## config.mk

```make
export PLATFORM = sky130hd
export DESIGN_NAME = inv_butterfly_pipe
export DESIGN_NICKNAME = d
export VERILOG_FILES = /design/src/rtl/fft_pkg.sv /design/src/rtl/cplx_conj_mul.sv /design/src/rtl/inv_butterfly_pipe.sv
export SDC_FILE = /design/constraint.sdc
export NUM_CORES = 2
export LEC_CHECK = 0
export CORE_UTILIZATION = 46
export DETAILED_ROUTE_END_ITERATION = 16
export HOLD_SLACK_MARGIN = 0.08
export PLACE_DENSITY = 0.68
export SLEW_MARGIN = 20
export SYNTH_ARGS = -nofsm -noshare
export SYNTH_HDL_FRONTEND = slang
export SYNTH_SLANG_ARGS = --single-unit
```

## constraint.sdc

```tcl
create_clock -name clk_i -period 12.5 [get_ports clk_i]
set_input_delay 1.875 -clock clk_i [delete_from_list [all_inputs] [get_ports clk_i]]
set_output_delay 1.875 -clock clk_i [all_outputs]
set_load 0.005 [all_outputs]
```

## src/rtl/fft_pkg.sv

```systemverilog
// Shared FFT datapath types and the saturating shift used by both butterfly directions.
package fft_pkg;

  localparam int unsigned DEF_DATA_WIDTH = 16;
  localparam int unsigned DEF_FRAC_BITS  = 15;
  localparam int unsigned SAT_W          = 64;

  // Complex sample at the default width. Wider internal values use plain
  // signed vectors because a package typedef cannot take a width parameter.
  typedef struct packed {
    logic signed [DEF_DATA_WIDTH-1:0] re;
    logic signed [DEF_DATA_WIDTH-1:0] im;
  } cplx_t;

  typedef struct packed {
    logic                    sat;
    logic signed [SAT_W-1:0] val;
  } sat_res_t;

  // Arithmetic right shift (optionally round-half-up), then clamp to out_width bits.
  function automatic sat_res_t sat_shift(input logic signed [SAT_W-1:0] value,
                                         input int unsigned             shift,
                                         input int unsigned             out_width,
                                         input logic                    rnd);
    logic signed [SAT_W-1:0] v;
    logic signed [SAT_W-1:0] hi;
    logic signed [SAT_W-1:0] lo;
    sat_res_t                r;
    v = value;
    if (rnd && (shift != 0)) begin
      v = v + (SAT_W'(1) <<< (shift - 1));
    end
    v  = v >>> shift;
    hi = (SAT_W'(1) <<< (out_width - 1)) - SAT_W'(1);
    lo = -(SAT_W'(1) <<< (out_width - 1));
    r.sat = 1'b0;
    r.val = v;
    if (v > hi) begin
      r.val = hi;
      r.sat = 1'b1;
    end else if (v < lo) begin
      r.val = lo;
      r.sat = 1'b1;
    end
    return r;
  endfunction

endpackage

```

## src/rtl/cplx_conj_mul.sv

```systemverilog
// Two-stage conjugate complex rotation: registered products, then combine, shift and saturate.
module cplx_conj_mul
  import fft_pkg::*;
#(
  parameter int unsigned DATA_WIDTH = DEF_DATA_WIDTH,
  parameter int unsigned IN_WIDTH   = DEF_DATA_WIDTH + 2,
  parameter int unsigned SHIFT      = DEF_FRAC_BITS + 1,
  parameter bit          ROUND_EN   = 1'b0
) (
  input  logic                         clk_i,
  input  logic                         rst_i,
  input  logic                         en_i,
  input  logic signed [IN_WIDTH-1:0]   d_re_i,
  input  logic signed [IN_WIDTH-1:0]   d_im_i,
  input  logic signed [DATA_WIDTH-1:0] tw_re_i,
  input  logic signed [DATA_WIDTH-1:0] tw_im_i,
  output logic signed [DATA_WIDTH-1:0] re_o,
  output logic signed [DATA_WIDTH-1:0] im_o,
  output logic                         sat_o
);

  localparam int unsigned PW = IN_WIDTH + DATA_WIDTH;
  localparam int unsigned RW = PW + 1;

  logic signed [PW-1:0] p_rr_d, p_rr_q;
  logic signed [PW-1:0] p_ii_d, p_ii_q;
  logic signed [PW-1:0] p_ir_d, p_ir_q;
  logic signed [PW-1:0] p_ri_d, p_ri_q;
  logic signed [RW-1:0] rot_re, rot_im;
  sat_res_t             res_re, res_im;
  logic signed [DATA_WIDTH-1:0] re_d, re_q, im_d, im_q;
  logic                 sat_d, sat_q;

  always_comb begin
    p_rr_d = p_rr_q;
    p_ii_d = p_ii_q;
    p_ir_d = p_ir_q;
    p_ri_d = p_ri_q;
    re_d   = re_q;
    im_d   = im_q;
    sat_d  = sat_q;
    // Multiplying by conj(W) turns the cross-term signs around relative to a plain product.
    rot_re = RW'(p_rr_q) + RW'(p_ii_q);
    rot_im = RW'(p_ir_q) - RW'(p_ri_q);
    res_re = sat_shift(SAT_W'(rot_re), SHIFT, DATA_WIDTH, ROUND_EN);
    res_im = sat_shift(SAT_W'(rot_im), SHIFT, DATA_WIDTH, ROUND_EN);
    if (en_i) begin
      p_rr_d = PW'(d_re_i) * PW'(tw_re_i);
      p_ii_d = PW'(d_im_i) * PW'(tw_im_i);
      p_ir_d = PW'(d_im_i) * PW'(tw_re_i);
      p_ri_d = PW'(d_re_i) * PW'(tw_im_i);
      re_d   = DATA_WIDTH'(res_re.val);
      im_d   = DATA_WIDTH'(res_im.val);
      sat_d  = res_re.sat | res_im.sat;
    end
  end

  always_ff @(posedge clk_i) begin
    if (rst_i) begin
      p_rr_q <= '0;
      p_ii_q <= '0;
      p_ir_q <= '0;
      p_ri_q <= '0;
      re_q   <= '0;
      im_q   <= '0;
      sat_q  <= 1'b0;
    end else begin
      p_rr_q <= p_rr_d;
      p_ii_q <= p_ii_d;
      p_ir_q <= p_ir_d;
      p_ri_q <= p_ri_d;
      re_q   <= re_d;
      im_q   <= im_d;
      sat_q  <= sat_d;
    end
  end

  assign re_o  = re_q;
  assign im_o  = im_q;
  assign sat_o = sat_q;

endmodule

```

## src/rtl/inv_butterfly_pipe.sv

```systemverilog
// Three-stage radix-2 inverse (Gentleman-Sande) butterfly with valid/ready flow control.
// Define INV_BFLY_ROUND_EN to round half-up before each right shift instead of truncating.
module inv_butterfly_pipe
  import fft_pkg::*;
#(
  parameter int unsigned DATA_WIDTH = DEF_DATA_WIDTH,
  parameter int unsigned FRAC_BITS  = DEF_FRAC_BITS
) (
  input  logic                         clk_i,
  input  logic                         rst_i,
  input  logic                         valid_i,
  output logic                         ready_o,
  input  logic signed [DATA_WIDTH-1:0] twid_i [2],
  input  logic signed [DATA_WIDTH:0]   a_i    [2],
  input  logic signed [DATA_WIDTH:0]   b_i    [2],
  output logic                         valid_o,
  input  logic                         ready_i,
  output logic signed [DATA_WIDTH-1:0] a_o    [2],
  output logic signed [DATA_WIDTH-1:0] b_o    [2],
  output logic                         sat_o
);

`ifdef INV_BFLY_ROUND_EN
  localparam bit ROUND_EN = 1'b1;
`else
  localparam bit ROUND_EN = 1'b0;
`endif

  localparam int unsigned SW = DATA_WIDTH + 2;

  logic en;
  logic v1_d, v1_q, v2_d, v2_q, v3_d, v3_q;

  logic signed [SW-1:0]         s_d   [2];
  logic signed [SW-1:0]         s_q   [2];
  logic signed [SW-1:0]         d_d   [2];
  logic signed [SW-1:0]         d_q   [2];
  logic signed [DATA_WIDTH-1:0] tw_d  [2];
  logic signed [DATA_WIDTH-1:0] tw_q  [2];
  logic signed [SW-1:0]         s2_d  [2];
  logic signed [SW-1:0]         s2_q  [2];
  logic signed [DATA_WIDTH-1:0] ao_d  [2];
  logic signed [DATA_WIDTH-1:0] ao_q  [2];
  sat_res_t                     a_res [2];
  logic                         asat_d, asat_q;
  logic                         rot_sat;

  // The whole pipe advances together; a stalled output freezes every stage.
  assign en      = ~v3_q | ready_i;
  assign ready_o = en;

  always_comb begin
    v1_d   = v1_q;
    v2_d   = v2_q;
    v3_d   = v3_q;
    s_d    = s_q;
    d_d    = d_q;
    tw_d   = tw_q;
    s2_d   = s2_q;
    ao_d   = ao_q;
    asat_d = asat_q;
    for (int unsigned i = 0; i < 2; i++) begin
      a_res[i] = sat_shift(SAT_W'(s2_q[i]), 1, DATA_WIDTH, ROUND_EN);
    end
    if (en) begin
      v1_d = valid_i;
      v2_d = v1_q;
      v3_d = v2_q;
      for (int unsigned i = 0; i < 2; i++) begin
        s_d[i]  = SW'(a_i[i]) + SW'(b_i[i]);
        d_d[i]  = SW'(a_i[i]) - SW'(b_i[i]);
        tw_d[i] = twid_i[i];
        s2_d[i] = s_q[i];
        ao_d[i] = DATA_WIDTH'(a_res[i].val);
      end
      asat_d = a_res[0].sat | a_res[1].sat;
    end
  end

  always_ff @(posedge clk_i) begin
    if (rst_i) begin
      v1_q   <= 1'b0;
      v2_q   <= 1'b0;
      v3_q   <= 1'b0;
      s_q    <= '{default: '0};
      d_q    <= '{default: '0};
      tw_q   <= '{default: '0};
      s2_q   <= '{default: '0};
      ao_q   <= '{default: '0};
      asat_q <= 1'b0;
    end else begin
      v1_q   <= v1_d;
      v2_q   <= v2_d;
      v3_q   <= v3_d;
      s_q    <= s_d;
      d_q    <= d_d;
      tw_q   <= tw_d;
      s2_q   <= s2_d;
      ao_q   <= ao_d;
      asat_q <= asat_d;
    end
  end

  cplx_conj_mul #(
    .DATA_WIDTH (DATA_WIDTH),
    .IN_WIDTH   (SW),
    .SHIFT      (FRAC_BITS + 1),
    .ROUND_EN   (ROUND_EN)
  ) u_rot (
    .clk_i   (clk_i),
    .rst_i   (rst_i),
    .en_i    (en),
    .d_re_i  (d_q[0]),
    .d_im_i  (d_q[1]),
    .tw_re_i (tw_q[0]),
    .tw_im_i (tw_q[1]),
    .re_o    (b_o[0]),
    .im_o    (b_o[1]),
    .sat_o   (rot_sat)
  );

  assign valid_o = v3_q;
  assign a_o     = ao_q;
  assign sat_o   = asat_q | rot_sat;

endmodule

```

==> flow_metrics.tcl <==
set metrics [dict create \
    outcome "finished, final reports clean" \
    numCtsBuffers 46 \
    rr_endpoint "u_rot.p_rr_q[33]" \
    cap_viol_max_count 0 \
    worstSetupStartpointType "flip-flop" \
    gp_congestion 0.8891 \
    pin_count 171 \
    die_y_um 363.9 \
    worstHoldStart "tw_q[1]" \
    start_util_pct 46.47 \
    track_usage_pct 24.89 \
    ys_top_cells_by_area "fa_1 (39%), dfxtp_1 (11%), ha_1 (9.9%), inv_1 (8.7%), nand2_1 (6.1%)" \
    num-fill-cells 12180 \
    coreArea_mm2 0.1296 \
    rsz0062_at_grt "no" \
    fin_total_pwr_w 0.01012 \
    async_reset_ff_share_pct 0 \
    cts_hold_buf 0 \
    place_area_mm2 0.06338 \
    preCtsSetupSlack_ps 4801 \
    grt_remaining_overflow 0 \
    utilization_pct 50.11 \
    yosys.area_share.simple_pct 16.16 \
    register_area_mm2 0.006837 \
    wl_um 160300 \
    fmax_ghz 0.1285 \
    setup_viol 0 \
    required_ps 12980 \
    synthCells 6963 \
    synth_area_per_cell_um2 8.652 \
    design.die.area_mm2 0.1324 \
    numClockSinks 341 \
    tns_ps 0 \
    hold_end "tw_q[1]" \
    fin_skew_ps 42.08 \
    synth_top_area_share_pct 38.68 \
    synth-compound-area-share_pct 9.684 \
    yosys.cell_count.top_type "inv_1" \
    syn_nets 8709 \
    area.growth.synth_to_final_pct 7.838 \
    cellPowerDensity_mw_per_mm2 155.8 \
    fin_crit_sh_pct 62.26 \
    period_minus_slack_ps 7782 \
    cts-resized-gates 0 \
    wire_per_inst_um 18.48 \
    arrival_ps 8260 \
    setup_slack_ps 4718 \
    ir_worst_vdd_mv 0.1045 \
    synth_top_family_by_area "adder cells" \
    synthAdderAreaFrac_pct 48.61 \
    yosys_warnings 0 \
    num_rows 132 \
    cp-end-kind "flip-flop" \
    cts_tree "built" \
    ys_ff_latch 341 \
    vias_per_cell 5.322 \
    drt_pass1_iterations 7 \
    hold_viol 0 \
    syn_area_mm2 0.06025 \
    yosysTopAreaCell "fa_1" \
    drt_iter0_drc 3074 \
    grt_pass1_wl_um 259900 \
    hold_depth 2 \
    worst_slew_pin_slew_ps 1106 \
    min_path_type "flip-flop to flip-flop" \
    worst-path-max-fanout 24 \
    vias 46150 \
    leakagePower_nw 32.34 \
    rrSetupSlack_ps 4720 \
    worst-r2r-cell-count 23 \
    htreeDepth 2 \
    die_w_um 363.9 \
    clkTransAtPathRegs_ps 60 \
    grt_pass1_vias 47900 \
    antenna_cells 0 \
    maxSlewHeadroom_pct 26.28 \
    crit_type "flip-flop to flip-flop" \
    cts-root-buf "clkbuf_16" \
    nets 8637 \
    postRouteAntennaNets 0 \
    fin_area_mm2 0.06497 \
    synth_commonest_cells "inv_1 (1396), fa_1 (1164), nand2_1 (987)" \
    seq_area_frac_synth_pct 11.33 \
    hpwlAfterDp_um 122300 \
    drc_errors 0 \
    drive_above_1_share_pct 3.132 \
    muxShareOfSynthArea_pct 0.05192 \
    portBuffers 170 \
    clockBufferDepth 3 \
    synth_enable_flop_cells 0 \
    clock_latency_ps 640 \
    slew_viol_final 0 \
    antenna_found_initial 8 \
    reg2reg_from "tw_q[26]" \
    synthXorXnorAreaFrac_pct 3.138 \
    synth_cell_types 84 \
    post_cts_buffers 0 \
    multi_input_area_mm2 0.04680 \
    synth_top_flop_cell "dfxtp_1" \
    grt_max_degree 144 \
]
[area by class of cell]
class | instances | area share [%]
clock buffer | 60 | 2.022
inverter | 1398 | 8.089
sequential | 341 | 10.52
clock inverter | 26 | 0.4179
tap | 1742 | 3.355
multi-input combinational | 4855 | 72.03
timing repair buffer | 249 | 3.559
[placed cells by master (no fill, tap or decap), types with 17 or more instances in the layout]
cell / synthesis / layout
fa_1: 1164 / 1164
nand3_1: 44 / 44
or3_1: 27 / 27
xnor2_1: 162 / 162
nor2_1: 282 / 280
nand2b_1: 48 / 47
inv_1: 1396 / 1395
o21ai_0: 185 / 185
buf_4: 1 / 78
o21bai_1: 38 / 38
ha_1: 478 / 478
and3_1: 17 / 17
nor3_1: 41 / 41
clkdlybuf4s50_1: 0 / 169
nand2_1: 987 / 987
a21o_1: 95 / 95
nor2b_1: 30 / 29
xor2_1: 52 / 52
clkbuf_16: 0 / 46
o21a_1: 23 / 23
dfxtp_1: 341 / 333
a211oi_1: 81 / 81
and2_1: 542 / 542
a21oi_1: 358 / 358
[cell families after synthesis]
logic type / after synthesis
AO/OA/AOI/OAI: 924
AND/OR/NAND/NOR: 2071
XOR/XNOR: 215
multiplexers: 3
flip-flops: 341
adder cells (fa/ha/maj): 1642
buffers and inverters: 1767
[routing by layer]
| layer | vias to the layer above | track usage (%) | wire length [um] |
|---|---|---|---|
| met5 | - | 0 | 27 |
| met4 | 4 | 9.365 | 6520 |
| met3 | 298 | 3.353 | 10480 |
| met2 | 1453 | 41.50 | 75800 |
| met1 | 23370 | 32.91 | 67450 |
| li1 | 21020 | - | - |
[power by group]
group,switching [W],internal (W),leakage (nW),total (W)
clock network,0.000589,0.000812,0.769,0.00140
registers,0.000245,0.00137,2.83,0.00161
logic,0.00413,0.00298,28.7,0.00711
[registers in the layout, summed over array words and instances (netlist names), 16 cells and up]
signal,flops
a_o,32
d_q,36
s2_q,34
s_q,34
tw_q,32
u_rot.im_o,16
u_rot.p_ii_q,34
u_rot.p_ir_q,34
u_rot.p_ri_q,34
u_rot.p_rr_q,34
u_rot.re_o,16
[per-stage QoR]
step | hold WS, ps | instances
after global placement | 433.9 | 8585
final | 449.5 | 8671
after detailed placement | 444.5 | 8585
after CTS | 451.6 | 8671
after global routing | 463.6 | 8671
after floorplan | 424.9 | 6963
[how the worst max path moves through the flow]
stage,startpoint,to,slack [ps],depth (start not counted)
floorplan,tw_q[1],u_rot.p_ri_q[33],5900,24
detailed placement,tw_q[31],u_rot.p_ir_q[32],4800,24
global route,tw_q[31],u_rot.p_ir_q[32],4210,24
finish,tw_q[26],u_rot.p_rr_q[33],4720,23
CTS,tw_q[31],u_rot.p_ir_q[32],4760,24
global placement,tw_q[31],u_rot.p_ir_q[32],4860,24
[worst max-delay path: stages (launching register included)]
cell and delay, ps:
dfxtp_1 780, buf_4 460, nand2_1 130, fa_1 570, inv_1 60, fa_1 550, fa_1 440, fa_1 460
fa_1 500, inv_1 60, fa_1 470, inv_1 40, ha_1 380, a211o_1 310, or3_1 310, a211oi_1 240
o31ai_1 130, a21oi_1 470, o21ai_0 330, nor3_1 250, o21ai_0 200, a31oi_1 240, xnor2_1 130, o21ai_0 80
(Power assumes the default switching activity.)
